## src/rtl/ctrl_pipeline.sv

```systemverilog
// ctrl_pipeline: carries decoded control fields from ID through EX, MEM and WB,
// detects load-use hazards (stall plus bubble) and generates EX operand
// forwarding selects for a 5-stage CPU.
//
// Build option: define CTRL_PIPELINE_FWD_EN to enable operand forwarding. When
// it is undefined the forwarding selects are tied to 00, and every RAW
// dependency on an instruction in EX or MEM stalls ID instead.
module ctrl_pipeline #(
  parameter int AW = 5,
  parameter int CW = 8
) (
  input  logic          clk_i,
  input  logic          rst_i,
  input  logic [31:0]   Control_i,
  input  logic [AW-1:0] RSaddr_i,
  input  logic [AW-1:0] RTaddr_i,
  input  logic [AW-1:0] RDaddr_i,
  input  logic          Flush_i,
  output logic          EX_RegDst_o,
  output logic          EX_ALUSrc_o,
  output logic [1:0]    EX_ALUOp_o,
  output logic          MEM_MemWrite_o,
  output logic          MEM_MemRead_o,
  output logic          WB_MemtoReg_o,
  output logic          WB_RegWrite_o,
  output logic [AW-1:0] WB_RDaddr_o,
  output logic          Stall_o,
  output logic [1:0]    ForwardA_o,
  output logic [1:0]    ForwardB_o
);

  // Bit positions inside the packed control word.
  localparam int B_REG_DST   = 7;
  localparam int B_ALU_SRC   = 6;
  localparam int B_ALU_OP_HI = 5;
  localparam int B_ALU_OP_LO = 4;
  localparam int B_MEM_WRITE = 3;
  localparam int B_MEM_READ  = 2;
  localparam int B_MEM_TO_REG = 1;
  localparam int B_REG_WRITE = 0;

  // ID/EX stage register.
  logic [7:0]    idex_ctrl;
  logic [AW-1:0] idex_rs;
  logic [AW-1:0] idex_rt;
  logic [AW-1:0] idex_rd;

  // EX/MEM stage register.
  logic          exmem_mem_write;
  logic          exmem_mem_read;
  logic          exmem_mem_to_reg;
  logic          exmem_reg_write;
  logic [AW-1:0] exmem_dst;

  // MEM/WB stage register.
  logic          memwb_mem_to_reg;
  logic          memwb_reg_write;
  logic [AW-1:0] memwb_dst;

  logic [7:0]    ctrl_live;
  logic [AW-1:0] idex_dst;
  logic          load_use;
  logic          hazard;

  // Keep only the live control bits; anything above CW reads as zero.
  always_comb begin
    // NOTE: assign a default before any partial write so no latch is inferred.
    ctrl_live = '0;
    ctrl_live[CW-1:0] = Control_i[CW-1:0];
  end

  assign idex_dst = idex_ctrl[B_REG_DST] ? idex_rd : idex_rt;

  // Load in EX whose target is read by the instruction in ID; register 0 is exempt.
  always_comb begin
    load_use = idex_ctrl[B_MEM_READ] && (idex_rt != '0) &&
               ((idex_rt == RSaddr_i) || (idex_rt == RTaddr_i));
  end

`ifdef CTRL_PIPELINE_FWD_EN
  logic unused_bits;
  assign unused_bits = ^Control_i[31:CW];

  assign hazard = load_use;

  // Operand source selects: the younger result in EX/MEM wins over MEM/WB.
  always_comb begin
    ForwardA_o = 2'b00;
    ForwardB_o = 2'b00;
    if (exmem_reg_write && (exmem_dst != '0) && (exmem_dst == idex_rs))
      ForwardA_o = 2'b10;
    else if (memwb_reg_write && (memwb_dst != '0) && (memwb_dst == idex_rs))
      ForwardA_o = 2'b01;
    if (exmem_reg_write && (exmem_dst != '0) && (exmem_dst == idex_rt))
      ForwardB_o = 2'b10;
    else if (memwb_reg_write && (memwb_dst != '0) && (memwb_dst == idex_rt))
      ForwardB_o = 2'b01;
  end
`else
  logic unused_bits;
  logic raw_ex;
  logic raw_mem;
  assign unused_bits = ^{Control_i[31:CW], idex_rs};

  // Without forwarding, any pending write in EX or MEM to a source of ID must drain.
  always_comb begin
    raw_ex  = idex_ctrl[B_REG_WRITE] && (idex_dst != '0) &&
              ((idex_dst == RSaddr_i) || (idex_dst == RTaddr_i));
    raw_mem = exmem_reg_write && (exmem_dst != '0) &&
              ((exmem_dst == RSaddr_i) || (exmem_dst == RTaddr_i));
  end

  assign hazard     = load_use | raw_ex | raw_mem;
  assign ForwardA_o = 2'b00;
  assign ForwardB_o = 2'b00;
`endif

  // A taken branch overrides the stall so the PC can move to the target.
  assign Stall_o = hazard & ~Flush_i;

  // ID/EX: take the decoded instruction, or a bubble on hazard or flush.
  always_ff @(posedge clk_i) begin
    // NOTE: sequential state uses non-blocking assignments so every stage
    // register samples the pre-edge values of the others.
    if (rst_i || hazard || Flush_i) begin
      idex_ctrl <= '0;
      idex_rs   <= '0;
      idex_rt   <= '0;
      idex_rd   <= '0;
    end else begin
      idex_ctrl <= ctrl_live;
      idex_rs   <= RSaddr_i;
      idex_rt   <= RTaddr_i;
      idex_rd   <= RDaddr_i;
    end
  end

  // EX/MEM: always advances; the destination is resolved as it enters.
  always_ff @(posedge clk_i) begin
    if (rst_i) begin
      exmem_mem_write  <= 1'b0;
      exmem_mem_read   <= 1'b0;
      exmem_mem_to_reg <= 1'b0;
      exmem_reg_write  <= 1'b0;
      exmem_dst        <= '0;
    end else begin
      exmem_mem_write  <= idex_ctrl[B_MEM_WRITE];
      exmem_mem_read   <= idex_ctrl[B_MEM_READ];
      exmem_mem_to_reg <= idex_ctrl[B_MEM_TO_REG];
      exmem_reg_write  <= idex_ctrl[B_REG_WRITE];
      exmem_dst        <= idex_dst;
    end
  end

  // MEM/WB: always advances.
  always_ff @(posedge clk_i) begin
    if (rst_i) begin
      memwb_mem_to_reg <= 1'b0;
      memwb_reg_write  <= 1'b0;
      memwb_dst        <= '0;
    end else begin
      memwb_mem_to_reg <= exmem_mem_to_reg;
      memwb_reg_write  <= exmem_reg_write;
      memwb_dst        <= exmem_dst;
    end
  end

  assign EX_RegDst_o    = idex_ctrl[B_REG_DST];
  assign EX_ALUSrc_o    = idex_ctrl[B_ALU_SRC];
  assign EX_ALUOp_o     = idex_ctrl[B_ALU_OP_HI:B_ALU_OP_LO];
  assign MEM_MemWrite_o = exmem_mem_write;
  assign MEM_MemRead_o  = exmem_mem_read;
  assign WB_MemtoReg_o  = memwb_mem_to_reg;
  assign WB_RegWrite_o  = memwb_reg_write;
  assign WB_RDaddr_o    = memwb_dst;

endmodule

```

## config.mk

```make
export PLATFORM = sky130hd
export DESIGN_NAME = ctrl_pipeline
export DESIGN_NICKNAME = d
export VERILOG_FILES = /design/src/rtl/ctrl_pipeline.sv
export SDC_FILE = /design/constraint.sdc
export NUM_CORES = 1
export LEC_CHECK = 0
export CAP_MARGIN = 20
export CORE_ASPECT_RATIO = 1.1
export CORE_MARGIN = 5
export CORE_UTILIZATION = 45
export CTS_CLUSTER_DIAMETER = 80
export DETAILED_ROUTE_END_ITERATION = 8
export PLACE_DENSITY = 0.85
export SETUP_SLACK_MARGIN = 0.05
export SLEW_MARGIN = 20
export SYNTH_ARGS = -nofsm -noshare
export SYNTH_HDL_FRONTEND = slang
export SYNTH_SLANG_ARGS = --single-unit
```

## constraint.sdc

```tcl
create_clock -name clk_i -period 4.7 [get_ports clk_i]
set_clock_uncertainty 0.2 [all_clocks]
set_input_delay 0.47 -clock clk_i [delete_from_list [all_inputs] [get_ports clk_i]]
set_output_delay 0.47 -clock clk_i [all_outputs]
set_load 0.05 [all_outputs]
```

==> impl_metrics.tcl <==
set metrics [dict create \
    status "finished clean" \
    ios 68 \
    dr.pass1.iters 4 \
    synth-edff-count 0 \
    wire_per_inst_um 12.7 \
    cts_hold_buf 0 \
    largest_register_ffs 8 \
    ys_seq_area_share_pct 42.6 \
    dr.max_layer_used "met4" \
    grt_pass1_wl_um 5240 \
    crit_path_start_kind "flip-flop" \
    cts_root_buf "clkbuf_4" \
    coreArea_um2 3390 \
    synth_area_leaders "dfxtp_1 (43%), xor2_1 (13%), nor4_2 (7.8%)" \
    fill_cells 319 \
    grt_overflow_total 0 \
    crit_arrival_ns 3.08 \
    drtAntennaViolNets 0 \
    io_buffers 39 \
    synth_flop_cell "dfxtp_1" \
    layout-drive-gt1-share_pct 11.1 \
    total_power_uw 550 \
    routed_via_density 4.84 \
    peakVddDrop_uv 126 \
    place.gp.congestion 0.835 \
    p_sw_share_pct 25.7 \
    async_flop_share_pct 0 \
    synth.most_common_cell "dfxtp_1" \
    htree_levels 2 \
    relSlewSlack_pct 57.2 \
    synthToLayoutAreaGrowth_pct 27.0 \
    intPower_uw 409 \
    cp_data_required_time_ns 4.03 \
    max_freq_mhz 266 \
    syn_inst 162 \
    netlist.area_leader.share_pct 42.6 \
    top_register "idex_ctrl" \
    cts_sinks 34 \
    ys_warn_count 0 \
    track_usage_pct 14.4 \
    synth.distinct_cells 25 \
    grt_pass1_vias 1144 \
    clockPowerShare_pct 27.7 \
    worst_pin_slew_ns 0.641 \
    wl_met2_um 1480 \
    clock_latency_ns 0.32 \
    num_rows 22 \
    cp_max_fo 19 \
    cts_tree "done" \
    hp-class "flip-flop to flip-flop" \
    holdWs_ns 0.246 \
    start_util_pct 47.2 \
    clkSlewWorstSetupHoldPaths_ns 0.09 \
    fin_area_um2 2030 \
    drc 0 \
    p_sw_uw 141 \
    hold_violations 0 \
    p_comb_share_pct 16.9 \
    wl_met3_um 228 \
    period_needed_ns 3.75 \
    cts_buffers 5 \
    synth_area_leader_cell "dfxtp_1" \
    cts_resized 0 \
    antenna_found_initial 0 \
    period_share_pct 79.9 \
    dpl.hpwl_um 2300 \
    die_h_um 72.5 \
    setup_violations 0 \
    cp-end-kind "primary output" \
    drt_iter0_markers 52 \
    seqPwrFrac_pct 55.5 \
    dieArea_um2 4840 \
    met1_length_um 1380 \
    synthTopCellsByCount "dfxtp_1 (34), xor2_1 (24), nand2_1 (18)" \
    slew_violations 0 \
    fin_tns_setup_ns 0 \
    worstSetupPathType "flip-flop to primary output" \
    p_per_area_nw_per_um2 271 \
    grt_setup_unrepaired "false" \
    die_x_um 66.8 \
    post_cts_buffers 0 \
    synth_area_um2 1600 \
    vias 1195 \
    wl_um 3150 \
    synth_seq_cells 34 \
    drv_cap 0 \
    placed_cell_area_um2 1970 \
    fin_nets 250 \
    syn_avg_cell_area_um2 9.86 \
    clock_path_buffers 2 \
    grt_max_degree 20 \
    antenna_cells 0 \
    leakage_nw 0.795 \
]
-- power by group through the flow --
stage / Combinational (mW) / Clock, mW / Sequential [mW]
global placement: 0.0919 / 0 / 0.312
CTS: 0.0933 / 0.159 / 0.305
floorplan: 0.0510 / 0 / 0.317
global route: 0.100 / 0.172 / 0.307
detailed placement: 0.0928 / 0 / 0.312
finish: 0.0928 / 0.152 / 0.305
-- critical path: stages, from the launching register on --
cell and delay (ns):
dfxtp_1 0.55, mux2i_1 0.42, xnor2_1 0.11, nor3_1 0.22
and4_1 0.21, buf_4 0.26, o31a_1 0.18, clkdlybuf4s50_1 0.80
-- per-layer routing --
layer | global-route usage (%) | vias to the layer above
met2 | 22.7 | 36
met4 | 6.32 | 0
met3 | 4.95 | 6
li1 | - | 614
met5 | 0 | -
met1 | 17.7 | 539
-- cell usage in the layout (no fill, tap or decap), types with 2 or more instances in the layout --
cell / n
conb_1: 4
or4_1: 2
mux2i_1: 5
a22oi_1: 2
nor4_2: 10
nor2b_1: 11
buf_4: 3
clkbuf_4: 5
nand2_1: 18
dfxtp_1: 34
nor2_1: 10
xnor2_1: 6
nor4_1: 8
clkdlybuf4s50_1: 39
and4_1: 2
nor3_1: 7
xor2_1: 24
o21ai_0: 2
-- through the flow --
| step | util (%) | cells | setup slack [ns] |
|---|---|---|---|
| global route | 59.9 | 247 | 0.766 |
| CTS | 59.8 | 247 | 0.917 |
| floorplan | - | 165 | 1.71 |
| global placement | 58.3 | 241 | 1.13 |
| detailed placement | 58.3 | 241 | 1.13 |
| finish | 59.9 | 247 | 0.946 |
-- cell type report --
cell class | instances | area, µm² | share of cell area [%]
multi-input cells | 116 | 820 | 40.4
flip-flops and latches | 34 | 681 | 33.6
repair buffers | 42 | 413 | 20.4
well taps | 48 | 60.1 | 2.96
clock buffers | 6 | 51.3 | 2.53
inverters | 1 | 3.75 | 0.185
-- cell families (layout without fill, tap and decap cells) --
family / Yosys count / after routing / share of synthesized area, %
AO/OA/AOI/OAI: 7 / 7 / 3.29
XOR/XNOR: 30 / 30 / 16.5
buffers and inverters: 15 / 49 / 7.29
flip-flops: 34 / 34 / 42.6
multiplexers: 5 / 5 / 3.13
other: 1 / 4 / 0.235
AND/OR/NAND/NOR: 70 / 70 / 27.0
-- final timing paths --
kind,startpoint,endpoint,slack [ns],cells past startpoint
hold reg to reg,idex_ctrl[3]$_SDFF_PP0_,MEM_MemWrite_o$_SDFF_PP0_,0.25,1
setup reg to reg,idex_ctrl[7]$_SDFF_PP0_,idex_rd[0]$_SDFF_PP0_,2.40,6
hold / removal,idex_ctrl[3]$_SDFF_PP0_,MEM_MemWrite_o$_SDFF_PP0_,0.25,1
setup / recovery,idex_ctrl[7]$_SDFF_PP0_,Stall_o,0.95,7
Power figures use the tool's default switching activity.
==> RTL change, RTL diff (same settings) <==
Build with the macro `CTRL_PIPELINE_FWD_EN` defined.
--- a/src/rtl/ctrl_pipeline.sv
+++ b/src/rtl/ctrl_pipeline.sv
@@ -5,6 +5,8 @@
 // Build option: define CTRL_PIPELINE_FWD_EN to enable operand forwarding. When
 // it is undefined the forwarding selects are tied to 00, and every RAW
 // dependency on an instruction in EX or MEM stalls ID instead.
+`define CTRL_PIPELINE_FWD_EN
+
 module ctrl_pipeline #(
   parameter int AW = 5,
   parameter int CW = 8
Formal check against the unedited RTL: not equivalent (Yosys sat finds a counterexample within 4 cycles, from zero or initial values and one cycle with rst_i high).
==> RTL change against the original RTL <==
- total power grew 30%
- synthesized cell count grew 6.2%
- sequential cell count grew 5
- cell area grew 11%
- area after synthesis grew 8.7%
- first-iteration DRC count shrank 48%
- global-route usage shrank 0.96 points
- sequential share of layout area grew 1.1 points
- routed wire length grew 4.3%
- setup slack gained 530 ps
==> RTL change: results <==
metrics = {
    "critical_path": {
        "crit_family": "simple AND/OR/NAND/NOR gates",
        "r2r_cells": 5,
        "crit_fanout": 4,
        "crit_arrival_ps": 2550,
        "cpMaxStageDelayCell": "clkdlybuf4s50_1",
        "r2r_start": "idex_rt[4]$_SDFF_PP0_",
        "slowest_delay_ps": 840,
        "regToRegSetupSlack_ps": 2870,
        "r2r_end": "idex_rs[4]$_SDFF_PP0_",
    },
    "outcome": {
        "status": "complete, no violations",
    },
    "synthesis": {
        "synth_common_cells": "39 x dfxtp_1, 25 x nand2_1, 18 x a21oi_2",
        "synth_area_leaders": "dfxtp_1 45%, a21oi_2 9.1%, xnor2_1 8.1%",
        "synth_async_sr_flop_share_pct": 0,
        "synth_nets": 222,
        "yosysSeqAreaShare_pct": 45.0,
        "ys_types": 24,
    },
    "clock_tree": {
        "cts_resized": 0,
        "clock-root-buffer": "clkbuf_8",
        "cts_tree": "built",
        "clock_path_buffers": 2,
        "post_cts_buffers": 0,
        "insertion_delay_ps": 290,
        "clk_pin_slew_worst_paths_ps": 70,
    },
    "final_layout": {
        "largest-register": "idex_ctrl",
        "fin_nets": 259,
        "largest_register_ffs": 8,
        "fillCellCount": 332,
        "num_antenna_cells": 0,
        "drive_gt1_share_pct": 17.1,
    },
    "min_path": {
        "whs_endpoint": "exmem_mem_to_reg$_SDFF_PP0_",
        "hold_path_startpoint": "idex_ctrl[1]$_SDFF_PP0_",
        "hold_class": "reg2reg",
        "whs_path_depth": 1,
    },
    "drt": {
        "drt-pass1-iter-count": 4,
        "viasPerCell": 4.80,
        "wirelength_mm": 3.28,
        "drt-initial-drc-count": 27,
    },
    "global_routing": {
        "grt_pass1_wl_mm": 5.54,
        "antenna_found_initial": 0,
        "grt_usage_pct": 13.4,
        "grt_pass1_vias": 1197,
        "grt_max_degree": 25,
    },
    "timing": {
        "slew_headroom_pct": 53.5,
        "hold_slack_ps": 240,
    },
    "placement": {
        "gp_congestion": 0.824,
        "dp_hpwl_mm": 2.48,
        "numPortBuffers": 43,
        "pre_cts_slack_ps": 1640,
    },
    "power_and_ir_drop": {
        "leakage_nw": 0.865,
        "peakVddDrop_mv": 0.201,
    },
}
## RTL change: cell types whose count changed in the layout (fill, tap and decap cells not counted), sizes merged, moves of 7 or more
cell,change
nor3,-7
xor2,-10
nor4,-14
nand2,+7
xnor2,+10
a21oi,+23
## RTL change: layer usage
metal / share of wire, % / GRT usage (%)
met4: 1.4 / 5.21
met2: 50 / 22.6
met5: 0 / 0
met1: 43 / 16.4
met3: 5.5 / 4.14
## RTL change: layout make-up
type | count | area (um^2) | share of cell area (%)
tap | 50 | 62.6 | 2.78
clock inverter | 3 | 43.8 | 1.95
sequential | 39 | 781 | 34.7
multi-input combinational | 118 | 850 | 37.7
clock buffer | 5 | 68.8 | 3.06
timing repair buffer | 45 | 445 | 19.8
## RTL change: cells by family after synthesis
logic type | after synthesis | share of synthesized area, %
buffers and inverters | 15 | 6.42
DFF | 39 | 45.0
AOI/OAI and AO/OA | 27 | 13.6
xor gates and xnor gates | 30 | 15.1
and+or+nand+nor | 56 | 16.9
muxes | 5 | 2.88
## RTL change: how the worst max path moves through the flow
stage | start | to | slack, ps | depth (start not counted)
5_1_grt | exmem_dst[1]$_SDFF_PP0_ | ForwardA_o[0] | 1330 | 5
2_1_floorplan | idex_rt[4]$_SDFF_PP0_ | ForwardB_o[0] | 1230 | 5
3_5_place_dp | RTaddr_i[3] | Stall_o | 1640 | 6
6_report | exmem_dst[1]$_SDFF_PP0_ | ForwardB_o[0] | 1480 | 5
3_3_place_gp | RTaddr_i[0] | Stall_o | 1640 | 6
4_1_cts | exmem_dst[1]$_SDFF_PP0_ | ForwardB_o[0] | 1440 | 5
## RTL change: power by group
group	total (mW)	internal, mW	leakage, nW	switching (mW)
Combinational	0.0912	0.0466	0.488	0.0446
Clock	0.272	0.158	0.0581	0.114
Sequential	0.353	0.342	0.319	0.0112
## RTL change: stage by stage
step / cell area (um^2) / instances
6_report: 2250 / 260
5_1_grt: 2250 / 260
4_1_cts: 2250 / 260
3_5_place_dp: 2140 / 252
3_3_place_gp: 2140 / 252
2_1_floorplan: 1740 / 172
